==> src/rtl/spi_master_ctrl.sv <==
// SPI master command controller: serialises a 10-bit {cmd, data} frame on MOSI, optionally reads a byte back on MISO.
// Latency: 13 cycles accept-to-ready for writes, 21+RD_LATENCY for reads; all outputs registered.
// Backpressure: cmd_ready only in IDLE; cmd_valid is ignored while busy. Optional macro SPI_MASTER_RDADDR_CHECK_EN rejects reads before an address write.
module spi_master_ctrl #(
  parameter int RD_LATENCY = 2
) (
  input  logic       clk,
  input  logic       rst_n,
  input  logic       cmd_valid,
  output logic       cmd_ready,
  input  logic [1:0] cmd,
  input  logic [7:0] cmd_data,
  output logic       SS_n,
  output logic       MOSI,
  input  logic       MISO,
  output logic [7:0] rd_data,
  output logic       rd_valid,
  output logic       busy,
  output logic       rd_err
);

  typedef enum logic [2:0] {
    IDLE, SELECT, SHIFT_OUT, TURNAROUND, SHIFT_IN, DESELECT
  } state_t;

  localparam logic [1:0] CMD_RD_ADDR = 2'b10;
  localparam logic [1:0] CMD_RD_DATA = 2'b11;
  localparam logic [3:0] TA_LAST     = 4'(RD_LATENCY - 1);

  state_t     state, state_nxt;
  logic [3:0] cnt, cnt_nxt;
  logic [9:0] tx, tx_nxt;
  logic [1:0] cmd_q, cmd_q_nxt;
  logic [7:0] rx, rx_nxt;
  logic [7:0] rd_data_nxt;
  logic       rd_valid_nxt;
  logic       ss_n_nxt;
  logic       mosi_nxt;
  logic       ready_nxt;
`ifdef SPI_MASTER_RDADDR_CHECK_EN
  logic       addr_set, addr_set_nxt;
  logic       rd_err_nxt;
`endif

  // Next-state and next-output logic; every output register is loaded from
  // the value its state will have next cycle, so outputs line up with state.
  always_comb begin
    state_nxt    = state;
    cnt_nxt      = cnt + 4'd1;
    tx_nxt       = tx;
    cmd_q_nxt    = cmd_q;
    rx_nxt       = rx;
    rd_data_nxt  = rd_data;
    rd_valid_nxt = 1'b0;
`ifdef SPI_MASTER_RDADDR_CHECK_EN
    addr_set_nxt = addr_set;
    rd_err_nxt   = 1'b0;
`endif
    case (state)
      IDLE: begin
        cnt_nxt = 4'd0;
        if (cmd_valid) begin
          tx_nxt    = {cmd, (cmd == CMD_RD_DATA) ? 8'h00 : cmd_data};
          cmd_q_nxt = cmd;
          state_nxt = SELECT;
`ifdef SPI_MASTER_RDADDR_CHECK_EN
          // A data read with no address programmed is consumed and flagged, no bus activity.
          if (cmd == CMD_RD_DATA && !addr_set) begin
            state_nxt  = IDLE;
            rd_err_nxt = 1'b1;
          end
`endif
        end
      end
      SELECT: begin
        state_nxt = SHIFT_OUT;
        cnt_nxt   = 4'd0;
      end
      SHIFT_OUT: begin
        tx_nxt = {tx[8:0], 1'b0};
        if (cnt == 4'd9) begin
          state_nxt = (cmd_q == CMD_RD_DATA) ? TURNAROUND : DESELECT;
          cnt_nxt   = 4'd0;
        end
      end
      TURNAROUND: begin
        if (cnt == TA_LAST) begin
          state_nxt = SHIFT_IN;
          cnt_nxt   = 4'd0;
        end
      end
      SHIFT_IN: begin
        rx_nxt = {rx[6:0], MISO};
        if (cnt == 4'd7) begin
          state_nxt    = DESELECT;
          cnt_nxt      = 4'd0;
          rd_data_nxt  = {rx[6:0], MISO};
          rd_valid_nxt = 1'b1;
        end
      end
      DESELECT: begin
        state_nxt = IDLE;
        cnt_nxt   = 4'd0;
`ifdef SPI_MASTER_RDADDR_CHECK_EN
        if (cmd_q == CMD_RD_ADDR) addr_set_nxt = 1'b1;
`endif
      end
      default: begin
        state_nxt = IDLE;
        cnt_nxt   = 4'd0;
      end
    endcase
    ss_n_nxt  = (state_nxt == IDLE) || (state_nxt == DESELECT);
    // The MSB of the shift register is the bit on the wire during SHIFT_OUT.
    mosi_nxt  = (state_nxt == SHIFT_OUT) ? tx_nxt[9] : 1'b0;
    ready_nxt = (state_nxt == IDLE);
  end

  // State, datapath and registered outputs; reset discards any frame in flight.
  always_ff @(posedge clk or negedge rst_n) begin
    if (!rst_n) begin
      state     <= IDLE;
      cnt       <= 4'd0;
      tx        <= 10'd0;
      cmd_q     <= 2'b00;
      rx        <= 8'h00;
      SS_n      <= 1'b1;
      MOSI      <= 1'b0;
      rd_data   <= 8'h00;
      rd_valid  <= 1'b0;
      cmd_ready <= 1'b1;
      busy      <= 1'b0;
    end else begin
      state     <= state_nxt;
      cnt       <= cnt_nxt;
      tx        <= tx_nxt;
      cmd_q     <= cmd_q_nxt;
      rx        <= rx_nxt;
      SS_n      <= ss_n_nxt;
      MOSI      <= mosi_nxt;
      rd_data   <= rd_data_nxt;
      rd_valid  <= rd_valid_nxt;
      cmd_ready <= ready_nxt;
      busy      <= !ready_nxt;
    end
  end

`ifdef SPI_MASTER_RDADDR_CHECK_EN
  // Address-programmed flag and read-error pulse.
  always_ff @(posedge clk or negedge rst_n) begin
    if (!rst_n) begin
      addr_set <= 1'b0;
      rd_err   <= 1'b0;
    end else begin
      addr_set <= addr_set_nxt;
      rd_err   <= rd_err_nxt;
    end
  end
`else
  assign rd_err = 1'b0;
`endif

endmodule

==> config.mk <==
export PLATFORM = sky130hd
export DESIGN_NAME = spi_master_ctrl
export DESIGN_NICKNAME = d
export VERILOG_FILES = /design/src/rtl/spi_master_ctrl.sv
export SDC_FILE = /design/constraint.sdc
export NUM_CORES = 1
export LEC_CHECK = 0
export CAP_MARGIN = 15
export CORE_UTILIZATION = 52
export CTS_CLUSTER_SIZE = 8
export DETAILED_ROUTE_END_ITERATION = 8
export PLACE_DENSITY_LB_ADDON = 0.1
export SLEW_MARGIN = 15
export SYNTH_ARGS = -nofsm -noshare
export SYNTH_HDL_FRONTEND = slang
export SYNTH_SLANG_ARGS = --single-unit
==> constraint.sdc <==
create_clock -name clk -period 2.3 [get_ports clk]
set_input_delay 0.23 -clock clk [delete_from_list [all_inputs] [get_ports clk]]
set_output_delay 0.23 -clock clk [all_outputs]
set_load 0.05 [all_outputs]
# Word-level counts from Yosys, hierarchy flattened
# Cells that the tools add are included.
# word_totals
ff_bits,39
in_bits,14
output_inout_bits,14
word_cells,49
# classes
addsub,1
eq_ne,12
n_mux,16
n_reduce_logical,8
# op_table
op,count
case mux 10 bit (2 select lines),1
2-to-1 mux 3 bit,5
case mux 3 bit (5 select lines),1
2-to-1 mux 4 bit,3
case mux 4 bit (3 select lines),1
2-to-1 mux 10 bit,1
equality test 3 x 2 -> 1 bit (second input constant),3
2-to-1 mux 8 bit,1
equality test 3 bit (second input constant),2
zero test 3 bit,2
AND reduction 2 bit,3
adder 4 x 1 -> 4 bit (second input constant),1
equality test 2 bit (second input constant),2
equality test 4 x 1 -> 1 bit (second input constant),1
equality test 4 x 3 -> 1 bit (second input constant),1
equality test 4 bit (second input constant),1
equality test 3 x 1 -> 1 bit (second input constant),1
2-to-1 mux 1 bit,3
inequality test 2 bit (second input constant),1
nonzero test 2 bit,1
zero test 1 bit,1
logical OR 1 bit,1

# Logic depth before layout (Yosys ltp)
# Gate-level depths: netlist of the first run.
# depth
ltp_word,6
mapped_depth,7
mapped_depth_nobuf,7

# Worst setup path after synthesis of the first run
# OpenSTA, ideal clock, no wires.
# synth_path
path_kind,register to register
startpoint,register cnt[0]
endpoint,register busy
setup_ps,131
arrival_time_ps,1619
required_ps,2169
slack_ps,549
stages_incl_launch_ff,6
n_path_buf,0
synth_period_minus_slack_ps,1751
cell_sequence,dfrtp_1 ha_1 and3b_1 a21o_1 a211o_4 or3_1
# synth_between
elab_chain_len,5
elab_cells_between_ends,9
# synth_rtl
item,line,text
start: declaration,31,"logic [3:0] cnt, cnt_nxt;"
start signal: assignment,135,cnt <= cnt_nxt;
equality test 4 x 3 -> 1 bit (tied with other cells),94,if (cnt == 4'd7) begin
"2-to-1 mux 3 bit, on equally long branches","94, 81, 87",
case mux 3 bit (5 select lines) (*),59,case (state)
net state_nxt[0],30,"state_t state, state_nxt;"
zero test 3 bit (*),116,ready_nxt = (state_nxt == IDLE);
zero test 1 bit (*),144,busy <= !ready_nxt;
end signal: assignment,144,
end: declaration,18,"output logic busy,"
# Mark *: on every way through the listed nets, which the timed path passes. The rest lies on a longest branch.
# A chain may end at the register's enable or synchronous reset.

# Worst setup path in the final report of the first run
# layout_path
startpoint,register cmd_ready
endpoint,output cmd_ready
# layout_rtl
item,line,text
start: declaration,10,"output logic cmd_ready,"
start signal: assignment,143,cmd_ready <= ready_nxt;
# No word-level cell between the ends.

==> metrics.md, run 1 <==
| Metric | Value |
|---|---|
| Fraction of layout cells with a size suffix above 1 | `22.0%` |
| RePlAce Congestion | `0.774` |
| Placed cells | `199` |
| Seq cells post-synth | `39` |
| PortBufs | `26` |
| Crit path largest cell delay | `0.79 ns` |
| Sequential fraction of design power | `46.3%` |
| Pint | `1.43 mW` |
| Cell area after synthesis | `1720 um^2` |
| Clock power frac | `17.5%` |
| Vias in the first global route | `1112` |
| Diode count | `0` |
| Global-route wire length before repair | `5.04 mm` |
| Hold Buf Count CTS | `1` |
| M1 WL | `1.37 mm` |
| DRC viols | `0` |
| Worst path cell trace | `clkdlybuf4s50_1` |
| Post-synth EDFFs | `0` |
| Synth unique cells | `42` |
| Root buf cell | `clkbuf_4` |
| Crit path DAT | `1.66 ns` |
| Final wirelength | `3.04 mm` |
| Slew Viols, Final | `0` |
| Static leakage | `0.959 nW` |
| DP HPWL | `2.10 mm` |
| Sw Share | `36.9%` |
| CTS Buffer Depth | `2` |
| Levels on crit path | `1` |
| CP max FO | `1` |
| Prevailing post-synth register cell | `dfrtp_1` |
| Total CTS buffers | `5` |
| R2R depth | `5` |
| Core Rows | `20` |
| Hold path cells | `3` |
| Setup TNS | `0 ns` |
| Unrepaired setup endpoints after global routing | `no` |
| Hold Path Class | `input pin to flip-flop` |
| Worst endpoint required time | `2.07 ns` |
| Fraction of registers with async set/reset | `100%` |
| Crit path capture type | `primary output` |
| Number of vias in the routed layout | `1103` |
| Net count after synthesis | `151` |
| Initial antenna violation count | `0` |
| Register area share after synthesis | `56.8%` |
| Clock skew | `0.00645 ns` |
| Largest net degree at the start of global routing | `40` |
| Reg2reg start | `state[0]$_DFF_PN0_` |
| Initial core utilization | `55.5%` |
| WL/cell | `14.6 um` |
| Critical path startpoint | `cmd_ready$_DFF_PN1_` |
| Peak supply drop | `0.415 mV` |
| Worst Max-Slew Pin Slew | `0.838 ns` |
| CTS tree | `built` |
| Initial DRC count | `102` |
| CTS H-Tree Depth | `2` |
| Synth top area share | `53.8%` |
| Final setup vio count | `0` |
| PD cells | `1100 nW/um^2` |
| Post_cts resized | `0` |
| Die Span Y | `59.5 um` |
| Hold Violations, Final | `0` |
| Largest area contributor in the netlist | `dfrtp_1` |
| Antenna-violating nets left | `0` |
| Syn avg cell area | `12.8 um^2` |
| Largest delay share family, worst path | `buffers and inverters` |
| Clock tree sinks | `39` |
| Post-route insts no fill | `208` |
| Worst-path clk slew | `0.11 ns` |
| Gate power share | `36.2%` |
| Max-cap violations | `0` |
| Crit path time final | `1.89 ns` |
| Commonest cells after routing, fill and taps aside | `dfrtp_1 (37), clkdlybuf4s50_1 (25), mux2_2 (17)` |
| Critical Path Sink | `cmd_ready` |
| Worst path slowest cell | `clkdlybuf4s50_1` |
| Startpoint types | `flip-flop` |
| Post-CTS setup buffers | `0` |
| Reg-to-reg slack, setup | `0.41 ns` |
| Worst Path Buf+Inv | `1` |
| Max-slew headroom | `44.2%` |
| Area growth syn-to-layout | `20.0%` |
| Final period util | `82.3%` |
| Global route overflow | `0` |
| Synth warn | `0` |
| Psw | `0.838 mW` |
| Die area | `3550 um^2` |
| Commonest non-fill, non-tap cell in the layout | `dfrtp_1` |
| Gate Count Post-Synth | `135` |
| Largest cells by area after synthesis | `dfrtp_1 (54%), mux2_2 (11%), dfstp_2 (3.1%), a222oi_1 (2.9%), nor2_1 (2.8%)` |
| Status | `completed` |
| Num ports | `28` |
| Detailed-router iteration count before antenna repair | `5` |
| Top Metal Used | `met4` |
| Vias per cell | `5.30` |
| Reg2reg end | `busy$_DFF_PN0_` |
| Die span in x | `59.5 um` |
| Met2 routed WL | `1.47 mm` |
| Clock Latency Late Sink | `0.34 ns` |
| Final-layout fill cell count | `269` |
| Final nets | `179` |
| Critical path class | `flip-flop to primary output` |
| GRT Util Overall | `19.7%` |
| Core footprint | `3100 um^2` |
| Fmax | `529 MHz` |
| Metal3 WL | `157 um` |
-- power by group through the flow --
stage,Clock (mW),Sequential [mW],Combinational [mW]
final,0.397,1.05,0.824
after global routing,0.434,1.08,0.910
after CTS,0.411,1.05,0.828
after detailed placement,0,1.07,0.821
after global placement,0,1.06,0.795
after floorplan,0,1.09,0.608
-- cells in the mapped netlist, types with 2 or more instances --
cell type  instances
a21oi_1            3
a222oi_1           5
a22oi_1            2
buf_2              3
buf_6              3
dfrtp_1           37
dfstp_2            2
ha_1               2
inv_1              8
mux2_2            17
nand2_1            7
nor2_1            13
nor3_1             2
nor4b_1            2
xnor2_1            2
-- stage by stage --
step | utilization (%) | cell area, um^2 | power [mW] | hold slack [ns] | worst slack, ns
5_1_grt | 66.6 | 2070 | 2.42 | 0.431 | 0.305
3_3_place_gp | 63.9 | 1980 | 1.85 | 0.365 | 0.472
3_5_place_dp | 63.9 | 1980 | 1.89 | 0.374 | 0.453
2_1_floorplan | - | 1720 | 1.69 | -0.0656 | 0.549
4_1_cts | 66.6 | 2070 | 2.29 | 0.401 | 0.390
6_report | 66.6 | 2070 | 2.27 | 0.421 | 0.408
-- worst min path at each step --
| stage | start | to |
|---|---|---|
| detailed placement | rst_n | tx[0]$_DFFE_PN0P_ |
| global placement | rst_n | tx[1]$_DFFE_PN0P_ |
| global route | cmd_data[7] | tx[7]$_DFFE_PN0P_ |
| floorplan | rst_n | MOSI$_DFF_PN0_ |
| finish | cmd_data[7] | tx[7]$_DFFE_PN0P_ |
| CTS | cmd_data[7] | tx[7]$_DFFE_PN0P_ |
-- per-layer routing --
layer  vias up  track usage (%)
li1        529                -
met1       534             23.9
met2        36             33.1
met3         4             5.46
met4         0             8.31
met5         -                0
-- worst register-to-register path, delay by kind of cell (launching register included) --
family / cells / cell delay [ns]
and+or+nand+nor: 3 / 0.83
buffers and inverters: 1 / 0.09
DFF: 1 / 0.63
AOI/OAI and AO/OA: 1 / 0.23
-- final cells by class --
type                    instances  area [um^2]  area share, %
repair buffers                 28          273           13.2
inverters                       8         30.0           1.45
flip-flops and latches         39          978           47.4
well taps                      44         55.1           2.67
clock buffers                   7         65.1           3.15
multi-input cells              81          657           31.8
clock inverters                 1         7.51          0.363
-- sequential cells by signal, indices dropped and copies added, names as in the netlist --
signal and flops:
MOSI 1, SS_n 1, busy 1, cmd_q 2, cmd_ready 1, cnt 4
rd_data 8, rd_valid 1, rx 7, state 3, tx 10
-- logic make-up after synthesis --
kind of cell,synth area share [%]
and+or+nand+nor,13.1
other,0.218
buffers and inverters,5.01
AOI/OAI and AO/OA,10.1
xor gates and xnor gates,1.53
muxes,11.8
adders and majority gates,1.45
DFF,56.8
Power figures use the tool's default switching activity.
==> run 2, diff against run 1 <==
--- a/config.mk
+++ b/config.mk
@@ -6,7 +6,7 @@
 export NUM_CORES = 1
 export LEC_CHECK = 0
 export CAP_MARGIN = 15
-export CORE_UTILIZATION = 52
+export CORE_UTILIZATION = 47
 export CTS_CLUSTER_SIZE = 8
 export DETAILED_ROUTE_END_ITERATION = 8
 export PLACE_DENSITY_LB_ADDON = 0.1
==> constraint.sdc (replaced) <==
create_clock -name clk -period 1.53 [get_ports clk]
set_input_delay 0.153 -clock clk [delete_from_list [all_inputs] [get_ports clk]]
set_output_delay 0.153 -clock clk [all_outputs]
set_load 0.05 [all_outputs]
==> metrics.md, run 2 (synthesis results as in run 1) <==
| Metric | Value |
|---|---|
| Reg2reg start | `cnt[1]$_DFF_PN0_ (was state[0]$_DFF_PN0_)` |
| PortBufs | `26 (unchanged)` |
| CP max FO | `5 (was 1)` |
| Core footprint | `3420 um^2 (was 3100 um^2)` |
| Unrepaired setup endpoints after global routing | `yes (was no)` |
| Initial antenna violation count | `0 (unchanged)` |
| Worst Max-Slew Pin Slew | `0.545 ns (was 0.838 ns)` |
| Crit path largest cell delay | `0.36 ns (was 0.79 ns)` |
| Max-slew headroom | `63.4% (was 44.2%)` |
| Fin worst setup slack | `-0.215 ns (was 0.408 ns)` |
| Hold Path Class | `input pin to flip-flop (unchanged)` |
| Failing checks | `negative setup slack` |
| GRT Util Overall | `18.3% (was 19.7%)` |
| Slew Viols, Final | `0 (unchanged)` |
| Setup TNS | `-1.86 ns (was 0 ns)` |
| Commonest cells after routing, fill and taps aside | `dfrtp_1 (37), buf_4 (31), mux2_2 (17) (was dfrtp_1 (37), clkdlybuf4s50_1 (25), mux2_2 (17))` |
| Final-layout fill cell count | `274 (was 269)` |
| Total CTS buffers | `5 (unchanged)` |
| Critical path class | `flip-flop to flip-flop (was flip-flop to primary output)` |
| Post-route insts no fill | `229 (was 208)` |
| Gate power share | `41.3% (was 36.2%)` |
| Largest Register | `tx (unchanged)` |
| Clock skew | `0.0186 ns (was 0.00645 ns)` |
| Worst-path clk slew | `0.13 ns (was 0.11 ns)` |
| Clock power frac | `18.3% (was 17.5%)` |
| Sequential fraction of design power | `40.5% (was 46.3%)` |
| Final period util | `114%` |
| Die span in x | `62.5 um (was 59.5 um)` |
| Die Span Y | `62.5 um (was 59.5 um)` |
| Status | `finished with violations (was completed)` |
| Global-route wire length before repair | `5.38 mm (was 5.04 mm)` |
| Num ports | `28 (unchanged)` |
| Worst path slowest cell | `dfrtp_1 (was clkdlybuf4s50_1)` |
| Antenna-violating nets left | `0 (unchanged)` |
| Clock tree sinks | `39 (unchanged)` |
| Hold Violations, Final | `0 (unchanged)` |
| Area growth syn-to-layout | `29.4% (was 20.0%)` |
| Max-cap violations | `0 (unchanged)` |
| Core Rows | `21 (was 20)` |
| Crit path time final | `1.75 ns` |
| CTS tree | `built (unchanged)` |
| Commonest non-fill, non-tap cell in the layout | `dfrtp_1 (unchanged)` |
| WL/cell | `13.8 um (was 14.6 um)` |
| Fmax | `573 MHz` |
| Final setup vio count | `17 (was 0)` |
| Worst hold slack | `0.315 ns (was 0.421 ns)` |
| Worst endpoint required time | `1.77 ns (was 2.07 ns)` |
| Largest net degree at the start of global routing | `40 (unchanged)` |
| Sw Share | `35.4% (was 36.9%)` |
| Final wirelength | `3.17 mm (was 3.04 mm)` |
| DRC viols | `0 (unchanged)` |
| Number of flip-flops in the largest register | `10 (unchanged)` |
| Vias per cell | `5.21 (was 5.30)` |
| Worst path cell trace | `inv_1, ha_2, and3b_1, a21o_1, a211o_4, or3_1 (was clkdlybuf4s50_1)` |
| Initial DRC count | `57 (was 102)` |
| Hold Startpoint | `cmd_data[7] (unchanged)` |
| Final nets | `198 (was 179)` |
| Pre-CTS WS | `-0.185 ns (was 0.453 ns)` |
| CTS H-Tree Depth | `2 (unchanged)` |
| CTS Buffer Depth | `2 (unchanged)` |
| Critical path startpoint | `cnt[1]$_DFF_PN0_ (was cmd_ready$_DFF_PN1_)` |
| Diode count | `0 (unchanged)` |
| Crit path capture type | `flip-flop (was primary output)` |
| Clock Latency Late Sink | `0.36 ns (was 0.34 ns)` |
| Total power | `3.86 mW (was 2.27 mW)` |
| Root buf cell | `clkbuf_4 (unchanged)` |
| Crit path DAT | `1.99 ns (was 1.66 ns)` |
| PD cells | `1730 nW/um^2 (was 1100 nW/um^2)` |
| DP HPWL | `2.26 mm (was 2.10 mm)` |
| Number of vias in the routed layout | `1194 (was 1103)` |
| Initial core utilization | `50.4% (was 55.5%)` |
| Fraction of layout cells with a size suffix above 1 | `38.8% (was 22.0%)` |
| Pint | `2.49 mW (was 1.43 mW)` |
| Detailed-router iteration count before antenna repair | `6 (was 5)` |
| Placed cells | `220 (was 199)` |
| Die area | `3910 um^2 (was 3550 um^2)` |
| Global route overflow | `0 (unchanged)` |
| Startpoint types | `flip-flop (unchanged)` |
| Peak supply drop | `0.880 mV (was 0.415 mV)` |
| Largest registers | `tx (10), rd_data (8), rx (7) (unchanged)` |
| RePlAce Congestion | `0.807 (was 0.774)` |
| Psw | `1.37 mW (was 0.838 mW)` |
| Static leakage | `1.09 nW (was 0.959 nW)` |
| Vias in the first global route | `1206 (was 1112)` |
-- run 2: changes by cell type in the layout (fill, tap and decap cells not counted), moves of 2 or more --
cell             delta
buf_4              +30
clkbuf_8            -2
clkdlybuf4s50_1    -13
buf_12              +2
-- run 2: final cells by class --
cell class | instances | area, um^2 | share of cell area [%]
sequential | 39 | 978 | 43.9
multi-input combinational | 81 | 669 | 30.1
inverter | 8 | 30.0 | 1.35
timing repair buffer | 47 | 408 | 18.3
clock inverter | 3 | 46.3 | 2.08
tap | 46 | 57.6 | 2.58
clock buffer | 5 | 37.5 | 1.69
-- run 2: path summary, 6_finish.rpt --
check / end / slack [ns] / cells past startpoint
setup / recovery: busy$_DFF_PN0_ / -0.22 / 6
hold / removal: tx[7]$_DFFE_PN0P_ / 0.31 / 3
setup reg to reg: busy$_DFF_PN0_ / -0.22 / 6
hold reg to reg: tx[4]$_DFFE_PN0P_ / 0.51 / 2
max in group asynchronous: SS_n$_DFF_PN1_ / 0.82 / 3
min in group asynchronous: rd_data[0]$_DFFE_PN0P_ / 0.36 / 3
-- run 2: worst max-delay path, delay by kind of cell (launching register included) --
kind,cells,cell delay [ns]
fa+ha+maj,1,0.19
flops,1,0.36
compound gates,2,0.51
buf+inv,1,0.05
simple gates,2,0.52
-- run 2: through the flow --
stage / util [%] / instance area (um^2)
CTS: 64.9 / 2220
floorplan: - / 1720
finish: 65.2 / 2230
global route: 65.2 / 2230
detailed placement: 62.2 / 2120
global placement: 62.2 / 2120
-- run 2: what timing repair did --
action,CTS,global route
endpoints found under the setup margin,18,33
endpoints found under the hold margin,37,0
buffers inserted,0,0
gates resized for setup,0,3
hold buffers,1,0
-- run 2: power by group through the flow --
stage               combinational (mW)  sequential (mW)  clock, mW
floorplan                        0.916             1.63          0
global placement                  1.51             1.56          0
detailed placement                1.55             1.58          0
CTS                               1.56             1.56      0.726
global route                      1.74             1.60      0.771
finish                            1.59             1.56      0.705
-- run 2: metal layers --
metal  GRT usage, %  up-vias  share of wire (%)  wire (um)
li1               -      572                  -          -
met1           21.4      589                 45       1440
met2           30.7       27                 49       1550
met3           6.57        6                4.4        139
met4           6.98        0                1.3         40
met5              0        -                  0          0
==> run 3, diff against run 2 <==
--- a/config.mk
+++ b/config.mk
@@ -10,6 +10,7 @@
 export CTS_CLUSTER_SIZE = 8
 export DETAILED_ROUTE_END_ITERATION = 8
 export PLACE_DENSITY_LB_ADDON = 0.1
+export RECOVER_POWER = 25
 export SLEW_MARGIN = 15
 export SYNTH_ARGS = -nofsm -noshare
 export SYNTH_HDL_FRONTEND = slang
==> metrics.md, run 3 (synthesis results as in run 1) <==
| Metric | Value |
|---|---|
| Status | `finished with violations (unchanged)` |
| Failing checks | `negative setup slack (unchanged)` |
| Crit path largest cell delay | `0.36 ns (about the same)` |
| Gate power share | `41.2% (was 41.3%)` |
| Core Rows | `21 (unchanged)` |
| Diode count | `0 (unchanged)` |
| Clock tree sinks | `39 (unchanged)` |
| Largest registers | `tx (10), rd_data (8), rx (7) (unchanged)` |
| Detailed-router iteration count before antenna repair | `6 (unchanged)` |
| Worst path slowest cell | `dfrtp_1 (unchanged)` |
| Largest Register | `tx (unchanged)` |
| Die span in x | `62.5 um (unchanged)` |
| Pint | `2.49 mW (about the same)` |
| Psw | `1.37 mW (unchanged)` |
| Worst-path clk slew | `0.13 ns (about the same)` |
| Final period util | `114% (unchanged)` |
| Initial antenna violation count | `0 (unchanged)` |
| Largest delay share family, worst path | `simple AND/OR/NAND/NOR gates (unchanged)` |
| Final wirelength | `3.17 mm (about the same)` |
| Global-route wire length before repair | `5.38 mm (unchanged)` |
| Sw Share | `35.4% (about the same)` |
| Post-CTS setup buffers | `0 (unchanged)` |
| GRT Util Overall | `18.3% (unchanged)` |
| Vias in the first global route | `1206 (unchanged)` |
| Worst endpoint required time | `1.77 ns (about the same)` |
| Worst hold endpoint | `tx[7]$_DFFE_PN0P_ (unchanged)` |
| Worst path cell trace | `inv_1, ha_2, and3b_1, a21o_1, a211o_4, or3_1 (unchanged)` |
| Fin util | `65.1% (was 65.2%)` |
| DRC viols | `0 (unchanged)` |
| Final-layout fill cell count | `275 (was 274)` |
| Reg2reg end | `busy$_DFF_PN0_ (unchanged)` |
| Reg-to-reg slack, setup | `-0.22 ns (about the same)` |
| Core footprint | `3420 um^2 (unchanged)` |
| Number of vias in the routed layout | `1194 (unchanged)` |
| Max-slew headroom | `38.3% (was 63.4%)` |
| Clock Latency Late Sink | `0.36 ns (about the same)` |
| Max-cap violations | `0 (unchanged)` |
| Area growth syn-to-layout | `29.2% (was 29.4%)` |
| Slew Viols, Final | `0 (unchanged)` |
| Largest net degree at the start of global routing | `40 (unchanged)` |
| Crit path capture type | `flip-flop (unchanged)` |
| Sequential fraction of design power | `40.5% (about the same)` |
| Hold path cells | `3 (unchanged)` |
| Peak supply drop | `0.880 mV (about the same)` |
| Placed instance area | `2120 um^2 (unchanged)` |
| Final setup vio count | `17 (unchanged)` |
| DP HPWL | `2.26 mm (unchanged)` |
| PD cells | `1730 nW/um^2 (about the same)` |
| Crit path DAT | `1.99 ns (about the same)` |
| Initial DRC count | `55 (was 57)` |
| Die Span Y | `62.5 um (unchanged)` |
| Post-route cell area | `2220 um^2 (was 2230 um^2)` |
| Clock power frac | `18.3% (about the same)` |
| RePlAce Congestion | `0.807 (unchanged)` |
| Global route overflow | `0 (unchanged)` |
| Static leakage | `1.09 nW (about the same)` |
| Fmax | `573 MHz (unchanged)` |
| Critical path class | `flip-flop to flip-flop (unchanged)` |
| Num ports | `28 (unchanged)` |
| Vias per cell | `5.21 (unchanged)` |
| Hold Violations, Final | `0 (unchanged)` |
| Hold Path Class | `input pin to flip-flop (unchanged)` |
| Hold Startpoint | `cmd_data[7] (unchanged)` |
| Initial core utilization | `50.4% (unchanged)` |
| WL/cell | `13.8 um (about the same)` |
| CTS tree | `built (unchanged)` |
| Root buf cell | `clkbuf_4 (unchanged)` |
| Crit path time final | `1.75 ns (unchanged)` |
| Startpoint types | `flip-flop (unchanged)` |
| Commonest cells after routing, fill and taps aside | `dfrtp_1 (37), buf_4 (30), mux2_2 (17) (was dfrtp_1 (37), buf_4 (31), mux2_2 (17))` |
| Fin worst setup slack | `-0.215 ns (unchanged)` |
| Number of flip-flops in the largest register | `10 (unchanged)` |
| Worst Max-Slew Pin Slew | `0.925 ns (was 0.545 ns)` |
| PortBufs | `26 (unchanged)` |
| CTS H-Tree Depth | `2 (unchanged)` |
| Unrepaired setup endpoints after global routing | `yes (unchanged)` |
| Reg2reg start | `cnt[1]$_DFF_PN0_ (unchanged)` |
| R2R depth | `6 (unchanged)` |
| Worst Path Buf+Inv | `1 (unchanged)` |
| Total CTS buffers | `5 (unchanged)` |
| Die area | `3910 um^2 (unchanged)` |
| CP max FO | `5 (unchanged)` |
| Antenna-violating nets left | `0 (unchanged)` |
| Final nets | `198 (unchanged)` |
| Clock skew | `0.0186 ns (unchanged)` |
| Commonest non-fill, non-tap cell in the layout | `dfrtp_1 (unchanged)` |
| CTS Buffer Depth | `2 (unchanged)` |
| Fraction of layout cells with a size suffix above 1 | `38.8% (unchanged)` |
[run 3: tightest hold or removal path, cell delays in order]
cell	delay, ns
clkdlybuf4s50_1	0.40
nand2_1	0.05
nand2_1	0.04
[run 3: layout make-up]
type                       instances  area (um^2)  area share (%)
tap                               46         57.6            2.59
multi-input combinational         81          669            30.1
clock inverter                     3         46.3            2.08
timing repair buffer              47          405            18.2
sequential                        39          978            44.0
clock buffer                       5         37.5            1.69
inverter                           8         30.0            1.35
[run 3: worst max path at each step]
stage                     start              to  cells after the start
2_1_floorplan  cnt[0]$_DFF_PN0_  busy$_DFF_PN0_                      5
3_5_place_dp   cnt[0]$_DFF_PN0_  busy$_DFF_PN0_                      5
3_3_place_gp   cnt[1]$_DFF_PN0_  busy$_DFF_PN0_                      6
5_1_grt        cnt[1]$_DFF_PN0_  busy$_DFF_PN0_                      6
6_report       cnt[1]$_DFF_PN0_  busy$_DFF_PN0_                      6
4_1_cts        cnt[1]$_DFF_PN0_  busy$_DFF_PN0_                      6
[run 3: repair_timing]
item / in CTS / in global routing
endpoints found under the hold margin: 37 / 0
hold buffers: 1 / 0
endpoints found under the setup margin: 18 / 33
gates resized for setup: 0 / 3
[run 3: per-stage QoR]
stage	hold slack (ns)	total power, mW	setup WS (ns)	cells	TNS [ns]
2_1_floorplan	-0.143	2.55	-0.146	135	-0.269
6_report	0.315	3.85	-0.215	229	-1.86
5_1_grt	0.308	4.12	-0.285	229	-3.83
3_5_place_dp	0.225	3.13	-0.185	220	-1.78
3_3_place_gp	0.227	3.07	-0.141	220	-1.21
4_1_cts	0.309	3.84	-0.218	229	-1.88
[run 3: power groups by stage]
| stage | clock network, mW | logic [mW] | registers [mW] |
|---|---|---|---|
| after floorplan | 0 | 0.916 | 1.63 |
| after global placement | 0 | 1.51 | 1.56 |
| after detailed placement | 0 | 1.55 | 1.58 |
| after CTS | 0.726 | 1.56 | 1.56 |
| after global routing | 0.771 | 1.74 | 1.60 |
| final | 0.705 | 1.59 | 1.56 |
[run 3: layer usage]
metal | share of wire (%) | global-route usage (%)
met4 | 1.3 | 6.98
met2 | 49 | 30.7
met1 | 45 | 21.4
met5 | 0 | 0
met3 | 4.4 | 6.57
